File: config.mk
export PLATFORM = sky130hd
export DESIGN_NAME = judge_score_avg_flat
export DESIGN_NICKNAME = d
export VERILOG_FILES = /design/src/rtl/judge_score_avg_if.sv /design/src/rtl/judge_score_avg.sv /design/src/flat_wrapper.sv
export SDC_FILE = /design/constraint.sdc
export NUM_CORES = 1
export LEC_CHECK = 0
export ABC_AREA = 1
export BUFFER_PORTS_ARGS = -buffer_cell sky130_fd_sc_hd__buf_4
export CAP_MARGIN = 20
export CORE_MARGIN = 5
export CORE_UTILIZATION = 50
export CTS_CLUSTER_SIZE = 14
export DETAILED_ROUTE_END_ITERATION = 10
export PLACE_DENSITY = 0.68
export RECOVER_POWER = 50
export SLEW_MARGIN = 20
export SYNTH_ARGS = -nofsm -noshare
export SYNTH_HDL_FRONTEND = slang
export SYNTH_SLANG_ARGS = --single-unit
File: constraint.sdc
create_clock -name clk -period 5.7 [get_ports clk]
set_input_delay 0.57 -clock clk [delete_from_list [all_inputs] [get_ports clk]]
set_output_delay 0.57 -clock clk [all_outputs]
set_load 0.02 [all_outputs]
File: src/rtl/judge_score_avg_if.sv
// Judge scorer pin bundle: switch/button inputs and the results and display outputs.
// The master side drives score and button; the slave side is the scoring unit.
interface judge_score_avg_if #(
    parameter int MAX_JUDGES = 7,
    parameter int SCORE_W    = 4,
    parameter int DIGITS     = 2
);
    localparam int CNT_W = $clog2(MAX_JUDGES + 1);

    logic [SCORE_W-1:0] scorein;
    logic               submit;
    logic [SCORE_W+3:0] avg;
    logic [CNT_W-1:0]   count;
    logic               full;
    logic               busy;
    logic [7:0]         seg;
    logic [DIGITS-1:0]  sel;

    modport master (output scorein, submit,
                    input  avg, count, full, busy, seg, sel);
    modport slave  (input  scorein, submit,
                    output avg, count, full, busy, seg, sel);
endinterface

File: src/rtl/judge_score_avg.sv
// N-judge scoring unit: accumulates scores, computes a trimmed average with a
// restoring divider, converts to decimal digits and scans a 7-seg display.
// Optional macro JUDGE_FRAC_EN: average in tenths, decimal point before the LSD.
//
// state  | meaning
// -------+-----------------------------------------------------------
// S_IDLE | waiting for a submit; result and display stable
// S_DIV  | restoring divide, one quotient bit per clock
// S_BCD  | repeated divide-by-10, one digit per clock, LSD first
module judge_score_avg #(
    parameter int MAX_JUDGES = 7,
    parameter int SCORE_W    = 4,
    parameter int DIGITS     = 2,
    parameter int SCAN_DIV   = 50000
) (
    input  logic             clk,
    input  logic             rst,
    judge_score_avg_if.slave bus
);
    localparam int CNT_W = $clog2(MAX_JUDGES + 1);
    localparam int SUM_W = SCORE_W + CNT_W;
`ifdef JUDGE_FRAC_EN
    localparam bit FRAC = 1'b1;
`else
    localparam bit FRAC = 1'b0;
`endif
    localparam int DW   = SUM_W + (FRAC ? 4 : 0);
    localparam int DC_W = $clog2(DW + 1);
    localparam int IX_W = $clog2(DIGITS);
    localparam int SC_W = $clog2(SCAN_DIV + 1);

    function automatic int pow10(input int n);
        int r = 1;
        for (int i = 0; i < n; i++) r = r * 10;
        return r;
    endfunction
    localparam int POW10 = pow10(DIGITS);

    function automatic logic [6:0] glyph(input logic [3:0] d);
        case (d)
            4'd0: glyph = 7'h7E;  4'd1: glyph = 7'h30;
            4'd2: glyph = 7'h6D;  4'd3: glyph = 7'h79;
            4'd4: glyph = 7'h33;  4'd5: glyph = 7'h5B;
            4'd6: glyph = 7'h5F;  4'd7: glyph = 7'h70;
            4'd8: glyph = 7'h7F;  4'd9: glyph = 7'h7B;
            default: glyph = 7'h00;
        endcase
    endfunction

    typedef enum logic [1:0] {S_IDLE, S_DIV, S_BCD} state_t;
    state_t state, state_n;

    logic               s1, s2, s3, sub_p, full, accept;
    logic [CNT_W-1:0]   count_r, n_count, dsr, dsr_n, rem, rem_n;
    logic [SUM_W-1:0]   sum_r, n_sum, trim;
    logic [SCORE_W-1:0] max_r, min_r, n_max, n_min;
    logic [DW-1:0]      dq, dq_n, dvd_n, bcd_q;
    logic [CNT_W:0]     trial;
    logic               ge, ovf;
    logic [DC_W-1:0]    div_cnt;
    logic [IX_W-1:0]    bcd_cnt, sel_idx, nidx;
    logic [3:0]         work_dig [DIGITS];
    logic [3:0]         dig_n    [DIGITS];
    logic [3:0]         disp_dig [DIGITS];
    logic               disp_ovf;
    logic [SCORE_W+3:0] avg_r;
    logic [SC_W-1:0]    scan_cnt;
    logic [DIGITS-1:0]  sel_r;
    logic [7:0]         seg_r;

    // Synchronise the raw button; idle level is high so reset does not fake an edge
    always_ff @(posedge clk) begin
        if (rst) {s1, s2, s3} <= 3'b111;
        else     {s1, s2, s3} <= {bus.submit, s1, s2};
    end
    assign sub_p  = s3 & ~s2;
    assign full   = (count_r == CNT_W'(MAX_JUDGES));
    assign accept = sub_p && (state == S_IDLE) && !full;

    // State register
    always_ff @(posedge clk) begin
        if (rst) state <= S_IDLE;
        else     state <= state_n;
    end

    // Next-state logic
    always_comb begin
        state_n = state;
        case (state)
            S_IDLE:  if (accept) state_n = S_DIV;
            S_DIV:   if (div_cnt == '0) state_n = S_BCD;
            S_BCD:   if (bcd_cnt == '0) state_n = S_IDLE;
            default: state_n = S_IDLE;
        endcase
    end

    // FSM outputs
    always_comb begin
        bus.busy = (state != S_IDLE);
    end

    // Round update and divider operands; count is never 0 after an accept, so no /0 path
    always_comb begin
        n_count = count_r + CNT_W'(1);
        n_sum   = sum_r + SUM_W'(bus.scorein);
        n_max   = (bus.scorein > max_r) ? bus.scorein : max_r;
        n_min   = (bus.scorein < min_r) ? bus.scorein : min_r;
        trim    = n_sum;
        dsr_n   = n_count;
        if (n_count >= CNT_W'(3)) begin
            trim  = n_sum - SUM_W'(n_max) - SUM_W'(n_min);
            dsr_n = n_count - CNT_W'(2);
        end
        dvd_n = FRAC ? (DW'(trim) << 3) + (DW'(trim) << 1) : DW'(trim);
    end

    // Restoring divide step and BCD digit extraction
    always_comb begin
        trial = {rem, dq[DW-1]};
        ge    = (trial >= {1'b0, dsr});
        rem_n = ge ? CNT_W'(trial - {1'b0, dsr}) : CNT_W'(trial);
        dq_n  = {dq[DW-2:0], ge};
        dig_n = work_dig;
        dig_n[bcd_cnt] = 4'(bcd_q % DW'(10));
        ovf   = (32'(dq) >= 32'(POW10));
    end

    // Round accumulators, divider, BCD converter and result registers
    always_ff @(posedge clk) begin
        if (rst) begin
            count_r  <= '0;
            sum_r    <= '0;
            max_r    <= '0;
            min_r    <= '1;
            avg_r    <= '0;
            dq       <= '0;
            dsr      <= '0;
            rem      <= '0;
            div_cnt  <= '0;
            bcd_q    <= '0;
            bcd_cnt  <= '0;
            work_dig <= '{default: 4'd0};
            disp_dig <= '{default: 4'd0};
            disp_ovf <= 1'b0;
        end else begin
            case (state)
                S_IDLE: if (sub_p) begin
                    if (full) begin
                        count_r  <= '0;
                        sum_r    <= '0;
                        max_r    <= '0;
                        min_r    <= '1;
                        avg_r    <= '0;
                        disp_dig <= '{default: 4'd0};
                        disp_ovf <= 1'b0;
                    end else begin
                        count_r <= n_count;
                        sum_r   <= n_sum;
                        max_r   <= n_max;
                        min_r   <= n_min;
                        dq      <= dvd_n;
                        dsr     <= dsr_n;
                        rem     <= '0;
                        div_cnt <= DC_W'(DW - 1);
                    end
                end
                S_DIV: begin
                    dq      <= dq_n;
                    rem     <= rem_n;
                    div_cnt <= div_cnt - DC_W'(1);
                    if (div_cnt == '0) begin
                        bcd_q   <= dq_n;
                        bcd_cnt <= IX_W'(DIGITS - 1);
                    end
                end
                S_BCD: begin
                    bcd_q    <= bcd_q / DW'(10);
                    work_dig <= dig_n;
                    bcd_cnt  <= bcd_cnt - IX_W'(1);
                    if (bcd_cnt == '0) begin
                        disp_dig <= dig_n;
                        disp_ovf <= ovf;
                        avg_r    <= (SCORE_W + 4)'(dq);
                    end
                end
                default: ;
            endcase
        end
    end

    assign nidx = (sel_r == '0 || sel_idx == IX_W'(DIGITS - 1)) ? '0 : sel_idx + IX_W'(1);

    // Display scan: on each wrap advance to the next digit and load its glyph
    always_ff @(posedge clk) begin
        if (rst) begin
            scan_cnt <= '0;
            sel_idx  <= '0;
            sel_r    <= '0;
            seg_r    <= '0;
        end else if (scan_cnt == SC_W'(SCAN_DIV)) begin
            scan_cnt <= '0;
            sel_idx  <= nidx;
            sel_r    <= DIGITS'(1) << nidx;
            if (disp_ovf) seg_r <= 8'b0100_1111;
            else          seg_r <= {FRAC && (nidx == IX_W'(DIGITS - 2)), glyph(disp_dig[nidx])};
        end else begin
            scan_cnt <= scan_cnt + SC_W'(1);
        end
    end

    assign bus.avg   = avg_r;
    assign bus.count = count_r;
    assign bus.full  = full;
    assign bus.seg   = seg_r;
    assign bus.sel   = sel_r;
endmodule

File: src/flat_wrapper.sv
// flat-port wrapper written by rule: the top's interface ports become plain ports
module judge_score_avg_flat 
#(
    parameter int MAX_JUDGES = 7,
    parameter int SCORE_W    = 4,
    parameter int DIGITS     = 2,
    parameter int SCAN_DIV   = 50000
)
  (clk, rst, bus_scorein, bus_submit, bus_avg, bus_count, bus_full, bus_busy, bus_seg, bus_sel);
  judge_score_avg_if #(.MAX_JUDGES(MAX_JUDGES), .SCORE_W(SCORE_W), .DIGITS(DIGITS)) bus_i ();
  input  logic clk;
  input  logic rst;
  input wire logic [$bits(bus_i.scorein)-1:0] bus_scorein;
  input wire logic [$bits(bus_i.submit)-1:0] bus_submit;
  output wire logic [$bits(bus_i.avg)-1:0] bus_avg;
  output wire logic [$bits(bus_i.count)-1:0] bus_count;
  output wire logic [$bits(bus_i.full)-1:0] bus_full;
  output wire logic [$bits(bus_i.busy)-1:0] bus_busy;
  output wire logic [$bits(bus_i.seg)-1:0] bus_seg;
  output wire logic [$bits(bus_i.sel)-1:0] bus_sel;
  assign bus_i.scorein = bus_scorein;
  assign bus_i.submit = bus_submit;
  assign bus_avg = bus_i.avg;
  assign bus_count = bus_i.count;
  assign bus_full = bus_i.full;
  assign bus_busy = bus_i.busy;
  assign bus_seg = bus_i.seg;
  assign bus_sel = bus_i.sel;
  judge_score_avg #(.MAX_JUDGES(MAX_JUDGES), .SCORE_W(SCORE_W), .DIGITS(DIGITS), .SCAN_DIV(SCAN_DIV)) u_core (.clk(clk), .rst(rst), .bus(bus_i));
endmodule
==> results of run 1 <==
==> logic make-up (layout without fill, tap and decap cells) <==
group	after synthesis	count (layout)	synth area share
AND/OR/NAND/NOR	259	259	0.241
AO/OA/AOI/OAI	151	151	0.170
buffers and inverters	123	148	0.0947
flip-flops	92	92	0.367
adder cells (fa/ha/maj)	41	41	0.111
XOR/XNOR	9	9	0.0157
other	1	2	0.000747
==> power groups by stage <==
stage / sequential [uW] / clock [uW] / combinational, uW
after floorplan: 680 / 0 / 145
after global placement: 683 / 0 / 184
after detailed placement: 683 / 0 / 189
after CTS: 668 / 448 / 189
after global routing: 671 / 476 / 219
final: 668 / 438 / 187
==> layout make-up <==
type                            count  share of cell area
Clock inverter                      5              0.0113
Inverter                          104              0.0719
Multi-Input combinational cell    462               0.498
Clock buffer                       11              0.0242
Tap cell                          133              0.0307
Sequential cell                    92               0.339
Timing Repair Buffer               28              0.0242
==> per-stage QoR <==
step | cells | util | instance area [sq um] | total power, uW | hold slack, ns
finish | 835 | 0.555 | 5430 | 1290 | 0.388
global route | 835 | 0.555 | 5430 | 1370 | 0.373
CTS | 835 | 0.563 | 5510 | 1310 | 0.376
detailed placement | 819 | 0.544 | 5310 | 872 | 0.403
global placement | 819 | 0.544 | 5310 | 867 | 0.397
floorplan | 677 | - | 5020 | 825 | 0.389
==> metal layers <==
layer / vias up / global-route usage / part of all wire
li1: 2251 / - / -
met1: 1960 / 0.245 / 0.46
met2: 77 / 0.334 / 0.49
met3: 11 / 0.0262 / 0.038
met4: 0 / 0.0624 / 0.011
met5: - / 0 / 0
==> final timing paths <==
check | slack (ns) | to | cells after the start
hold reg to reg | 0.42 | u_core.s2 | 1
setup / recovery | 2.02 | u_core.bcd_cnt | 6
hold / removal | 0.39 | u_core.s1 | 2
setup reg to reg | 2.19 | u_core.dq[4] | 15
==> critical path, cell delays in order <==
cell and delay, ns:
clkbuf_1 1.70, inv_1 1.12, nand2_1 0.25, inv_1 0.11
o21ai_0 0.08, inv_1 0.05
==> cells in the mapped netlist (all sizes together) (9+ instances only) <==
master | count | area, sq um
nand2 | 145 | 582
inv | 104 | 390
dfxtp | 92 | 1840
a21oi | 59 | 299
o21ai | 53 | 273
nor2 | 50 | 198
ha | 35 | 438
nand3 | 35 | 230
clkbuf | 14 | 52.6
a31oi | 9 | 56.3
nand4 | 9 | 62.6
xor2 | 9 | 78.8
==> state kept, by name, summed over array words and instances, names as in the netlist, 7 cells and up <==
name	flops
u_core.bus.seg	7
u_core.sum_r	7
u_core.disp_dig	8
u_core.scan_cnt	16
u_core.dq	7
u_core.bcd_q	7
u_core.bus.avg	7
==> impl.org, run 1 <==
** Timing
- Actual slew at the worst max-slew pin :: 2.45 ns
- Final Skew :: 0.0105 ns
- Setup slack on the critical path of the routed design comes to 2.02 ns.
- Measured against its own limit, the worst slew margin works out to -0.631.
- In the finished design, the share of the clock period the worst path needs comes to 0.645.
- Final Slew Violations :: 56
- Setup repair after global routing left no endpoint under its margin.
- Post-layout minimum cycle time :: 3.68 ns
- Setup_tns :: 0 ns
- Setup violations remaining at the end of the flow were counted as 0.
- The total count of hold-check failures in the final report is 0.
- Fmax :: 0.272 GHz

** Critical path
- Source of the worst register-to-register timing path :: u_core.max_r[1]
- The worst setup path is launched from a primary input.
- The critical path is of the primary input to flop type.
- STA puts the critical path data arrival time at 3.93 ns.
- Top fanout value on the critical path :: 55
- Nature of the critical path endpoint :: flop
- Start point of the critical path :: rst
- At the worst endpoint, the required time is 5.95 ns.

** Floorplan
- The initial utilization of the core area, before any placement, comes to 0.513.
- The die covers 0.0121 sq mm.
- The floorplan has 36 rows.
- Core ar. :: 0.00977 sq mm
- The floorplan step set the die height to 110 microns.
- Die X :: 110 microns
- For this design the top-level I/O count stands at 30.

** Routing
- Dividing the detail-routed wire length by the instance count gives 13.1 microns.
- Average vias per placed instance :: 5.15
- First drt pass iteration count :: 5
- The final layout contains routed wiring with a total length of 10900 microns.
- Via total after detailed routing :: 4299
- After detailed routing, the number of remaining DRC violations is 0.
- Number of nets still failing antenna checks after routing :: 0
- After the first detailed-routing iteration, the DRC count stood at 300.

** Synthesis
- Most used flip-flop cell after synthesis :: dfxtp_1
- During synthesis, Yosys emitted a total of 0 warnings.
- Fraction of registers with async set/reset :: 0
- The netlist uses 44 different library cells.
- Post-Syn Instances :: 676
- In this run, synthesis inferred 0 flip-flops with an integrated enable.
- Seq/Total Area, Yosys :: 0.367
- After synthesis, the mean cell area works out to 7.42 sq um.
- Post-Syn Area :: 0.00502 sq mm
- Synthesis inferred 92 register bits.

** Clock network
- H-tree depth :: 3
- Longest Clk Path Bufs :: 2
- Clk_lat worst skew :: 0.36 ns
- Clk root buf :: clkbuf_8
- Clock-pin slew was measured on the worst setup and hold paths at 0.09 ns.
- Clock tree from TritonCTS :: yes
- Number of hold buffers added after cts :: 0
- Post-CTS setup-driven buffer insertion count :: 0
- Number of instances resized during post-cts repair :: 0
- Clock Sink Count :: 92
- TritonCTS created 9 clock buffers.

** Worst hold path
- Worst hold path startpoint :: bus_submit
- Path type of the worst min-delay path :: primary input to flop

** Power
- The analysis attributes to net switching a power of 362 uW.
- Of the total power, the clock network draws 0.339.
- Combinational cell fraction of total power :: 0.145
- Net Sw Frac :: 0.280
- Power share of the sequential group :: 0.517
- IR analysis of the VDD net gives a maximum drop of 96.8 uV.
- Power per standard cell area :: 238 mW/mm^2
- Leakage component of the power :: 0.00235 uW
- P_int :: 931 uW

** Finish
- In the final layout, the multi-input gates occupy 0.00271 sq mm.
- Inserted Diodes :: 0
- Share of final-layout standard cells stronger than drive strength 1 :: 0.0926
- Counting the fill cells in the layout gives 977.
- Across the whole layout, storage elements account for 0.00184 sq mm.
- In the layout the commonest cells are nand2_1, inv_1, dfxtp_1, a21oi_1, nor2_1.
- Compared with the post-synthesis result, the final layout area differs by 8.15%.
- For this run, the post-layout net count is 745.
- Most common cell after layout, fill and taps aside :: nand2_1

** Outcome
- Run status :: finished with violations
- Violations in the final reports :: max-capacitance violations, max-slew violations

** Global routing
- Total global-route track usage :: 0.192
- The first global-routing pass estimated 18700 microns of wire.
- The number of antenna violations at the first check in global routing came to 0.
- Global-route congestion overflow total :: 0
- Via count of the first global-routing pass :: 4068
- Entering global routing, the biggest net connects 56 pins.

** Placement
- Worst Setup Slack post-DPL :: 1.95 ns
- Number of buffers inserted by port buffering :: 27
- After legalization and detailed placement, the total HPWL measured 8290 microns.
- Global placement routability congestion :: 0.869

** Flow run
- Across the run, the number of max-cap violations was 1.
Note: power is estimated with default switching activity, not from simulation.
==> inputs of run 2 (changes only) <==
==> constraint.sdc (replaced) <==
create_clock -name clk -period 3.5 [get_ports clk]
set_input_delay 0.35 -clock clk [delete_from_list [all_inputs] [get_ports clk]]
set_output_delay 0.35 -clock clk [all_outputs]
set_load 0.02 [all_outputs]
==> run 2 against run 1 <==
Against the previous run:
- the flow now finishes without violations
- final area rose by 0.46%
- routed wire length rose by 4.6%
- core utilization rose by 0.26 points
- die area did not move
- non-clock buffer count rose by 3
- sequential share of layout area fell by 0.13 points
- combinational power rose by 82%
- worst hold slack got worse by 0.22 ns
- critical endpoint is now u_core.dq[5]
- largest power group unchanged
- highest routed layer unchanged
==> impl.org, run 2 (synthesis gave the netlist of run 1 again) <==
** Outcome
- Run status :: completed

** Finish
- The area taken by flip-flops and latches was 0.00184 sq mm (about the same).
- Flip-flop count of the largest register, all copies and words added :: 16 (unchanged)
- Leaving out fill and tap cells, the most frequent cell in the layout is nand2_1.
- From synthesis to final layout, the design area changed by 8.65%.
- The number of fillers in the final layout is 986 (+0.92%).
- Multi-input gate area in the final layout :: 0.00274 sq mm (+1.1%)
- The post-layout net count is 748 (+0.40%).
- The library cells used most frequently in the layout, excluding fill and tap cells, are nand2_1, inv_1, dfxtp_1, a21oi_1, nor2_1.
- Area of all placed cells without fillers :: 0.00545 sq mm (+0.46%)
- Share of final-layout standard cells stronger than drive strength 1 :: 0.104 (+0.0111)
- Largest registers :: u_core.scan_cnt x16, u_core.disp_dig x8
- The number of antenna diodes was 0 (unchanged).
- Largest register by flop count :: u_core.scan_cnt

** Floorplan
- The overall die height is 110 microns (unchanged).
- The starting density of the core is 0.513 (unchanged).
- Row count :: 36 (unchanged)
- The number of top-level design ports is 30 (unchanged).
- The core outline area came to 0.00977 sq mm (unchanged).
- Overall die area :: 0.0121 sq mm (unchanged)
- Die X :: 110 microns (unchanged)

** Critical path
- FF-to-FF path depth :: 17 (+2)
- Critical Path Slowest Stage Cell :: fa_1
- Sequence of cells on the critical path :: inv_1 -> ha_1 -> a21oi_1 -> o21ai_1 -> o21ai_2 -> o21ai_1 -> fa_1 -> ha_4 -> a21oi_1 -> inv_1 -> a31oi_2 -> nor2_1 -> o21ai_0 -> and3_1 -> or2_2 -> nand3_1 -> a21oi_2
- The worst-path maximum fanout is 8 (-85%).
- The endpoint identified for the worst register-to-register timing path is u_core.dq[5].
- The worst stage delay on the critical path came to 0.64 ns (-1.06 ns).
- Startpoint Class :: flop
- Nature of the critical path endpoint :: flop
- The register-to-register setup slack came to 0.18 ns (-2.01 ns).
- Required time of the worst setup path :: 3.79 ns (-2.16 ns)
- The worst setup path is of the flop to flop kind.
- The data arrival time of the critical path was 3.61 ns (-0.32 ns).
- The startpoint identified for the worst register-to-register timing path is u_core.max_r[1].

** Placement
- The number of I/O port buffers is 27 (unchanged).
- The placement-stage cell area was 0.00534 sq mm (+0.42%).
- Global placement routability congestion :: 0.896 (+3.0%)
- Detailed-placement wirelength estimate :: 8450 microns (+2.0%)
- The setup slack at placement came to -0.0546 ns (-2.01 ns).

** Timing
- Dividing the final minimum period by the clock period gives 0.948.
- Final Skew :: 0.0131 ns (+0.00263 ns)
- Relative slew slack :: 0.144 (+0.775)
- The transition time at the pin with the least slew margin was 1.28 ns (-1.17 ns).
- The total count of hold-check failures in the final report was 0 (unchanged).
- Hold_ws :: 0.171 ns (-0.217 ns)
- Setup_tns :: 0 ns (unchanged)
- The worst path needs 3.32 ns of the cycle, external delays included.
- Final critical-path setup slack :: 0.182 ns (-1.84 ns)
- The number of setup violations in the final report came to 0 (unchanged).
- Final Slew Violations :: 0 (-100%)
- Fmax :: 0.301 GHz

** Global routing
- Antenna violations before repair :: 0 (unchanged)
- Global-route congestion overflow total :: 0 (unchanged)
- First-pass GRT wire length :: 19400 microns (+3.7%)
- Via count of the first global-routing pass :: 4183 (+2.8%)
- The pin count of the biggest net entering global routing is 56 (unchanged).
- Total global-route track usage :: 0.200 (+0.00783)

** Power
- The power density over cell area was 379 mW/mm^2 (+59%).
- Peak ir drop on the vdd network :: 207 uV (+110%)
- Leakage component of the power :: 0.00235 uW (+0.21%)

** Routing
- After detailed routing, no signal wire sits above met4.
- The first-pass iteration count of the detailed router was 4 (-1).
- The routed length on met3 is 417 microns (+1.5%).
- The met1 wire length was 5240 microns (+4.3%).
- The post-route DRC violation count came to 0 (unchanged).
- Detailed route wirelength on metal2 :: 5620 microns (+4.9%)
- The detail-routed net length per standard cell came to 13.6 microns (+4.4%).
- Average vias per placed instance :: 5.22 (+1.3%)
- Detailed Route Iter0 Violations :: 275 (-8.3%)
- The count of vias placed by the detailed router was 4367 (+1.6%).
- The remaining antenna violation count after routing came to 0 (unchanged).
- The aggregate routed wire length is 11400 microns (+4.6%).

** Worst hold path
- Min-Delay Path Depth :: 2 (unchanged)
- The startpoint identified for the worst hold timing path is bus_submit.
- Path type of the worst min-delay path :: primary input to flop
- The path with the worst hold slack has its endpoint at u_core.s1.

** Clock network
- Total CTS buffers :: 9 (unchanged)
- The depth of the CTS H-tree came to 3 (unchanged).
- Clock Sink Count :: 92 (unchanged)
- The clock latency on the worst-skew pair was 0.36 ns (about the same).
- TritonCTS built the clock tree.
- Longest Clk Path Bufs :: 2 (unchanged)
- Clock tree synthesis selected as its root buffer the cell clkbuf_8.
- The clock input transition at the sequential cells of the worst setup and hold paths came to 0.09 ns (about the same).
- Number of hold buffers added after cts :: 0 (unchanged)

** Flow run
- Number of max-cap violations :: 0 (-1)
## run 2: changes by cell type in the layout (fill, tap and decap cells not counted), sizes merged
cell	previous run	this run
clkbuf	32	30
bufinv	1	0
clkinvlp	0	1
inv	105	106
buf	7	10
## run 2: report_power, final
| group | leakage [uW] | internal (uW) | switching, uW | total (uW) |
|---|---|---|---|---|
| combinational | 0.00152 | 131 | 209 | 340 |
| clock | 0.0000856 | 256 | 383 | 639 |
| sequential | 0.000744 | 1070 | 19.1 | 1090 |
## run 2: worst max-delay path by stage
stage,start,end,slack [ns],depth (start not counted)
after global placement,bus_scorein[1],u_core.dq[5],0.09,17
final,u_core.max_r[1],u_core.dq[5],0.18,17
after global routing,u_core.max_r[1],u_core.dq[4],-0.05,16
after floorplan,u_core.min_r[1],u_core.dq[5],0.41,17
after CTS,u_core.max_r[1],u_core.dq[5],0.02,17
after detailed placement,bus_scorein[3],u_core.dq[5],-0.05,17
## run 2: layer usage
| layer | GRT usage | vias to the layer above |
|---|---|---|
| li1 | - | 2257 |
| met1 | 0.247 | 2017 |
| met2 | 0.352 | 81 |
| met3 | 0.0303 | 12 |
| met4 | 0.0712 | 0 |
| met5 | 0 | - |
## run 2: through the flow
stage / instances / utilization / total power (uW)
floorplan: 677 / - / 1340
global placement: 822 / 0.546 / 1420
detailed placement: 822 / 0.546 / 1420
CTS: 837 / 0.563 / 2060
global route: 837 / 0.558 / 2180
finish: 837 / 0.558 / 2070
## run 2: layout make-up
type / count / share of cell area
clock inverters: 6 / 0.00734
multi-input cells: 462 / 0.502
repair buffers: 31 / 0.0282
well taps: 133 / 0.0305
flip-flops and latches: 92 / 0.338
clock buffers: 9 / 0.0227
inverters: 104 / 0.0716
## run 2: what timing repair did
action	4_1_cts	5_1_grt
setup buffers	0	0
endpoints found under the setup margin	0	3
gates resized for setup	0	12
## run 2: critical path, delay by kind of cell (launching register included)
| family | cells | cell delay (ns) |
|---|---|---|
| buf+inv | 2 | 0.12 |
| compound gates | 8 | 1.15 |
| simple gates | 4 | 0.44 |
| flops | 1 | 0.37 |
| fa+ha+maj | 3 | 1.17 |
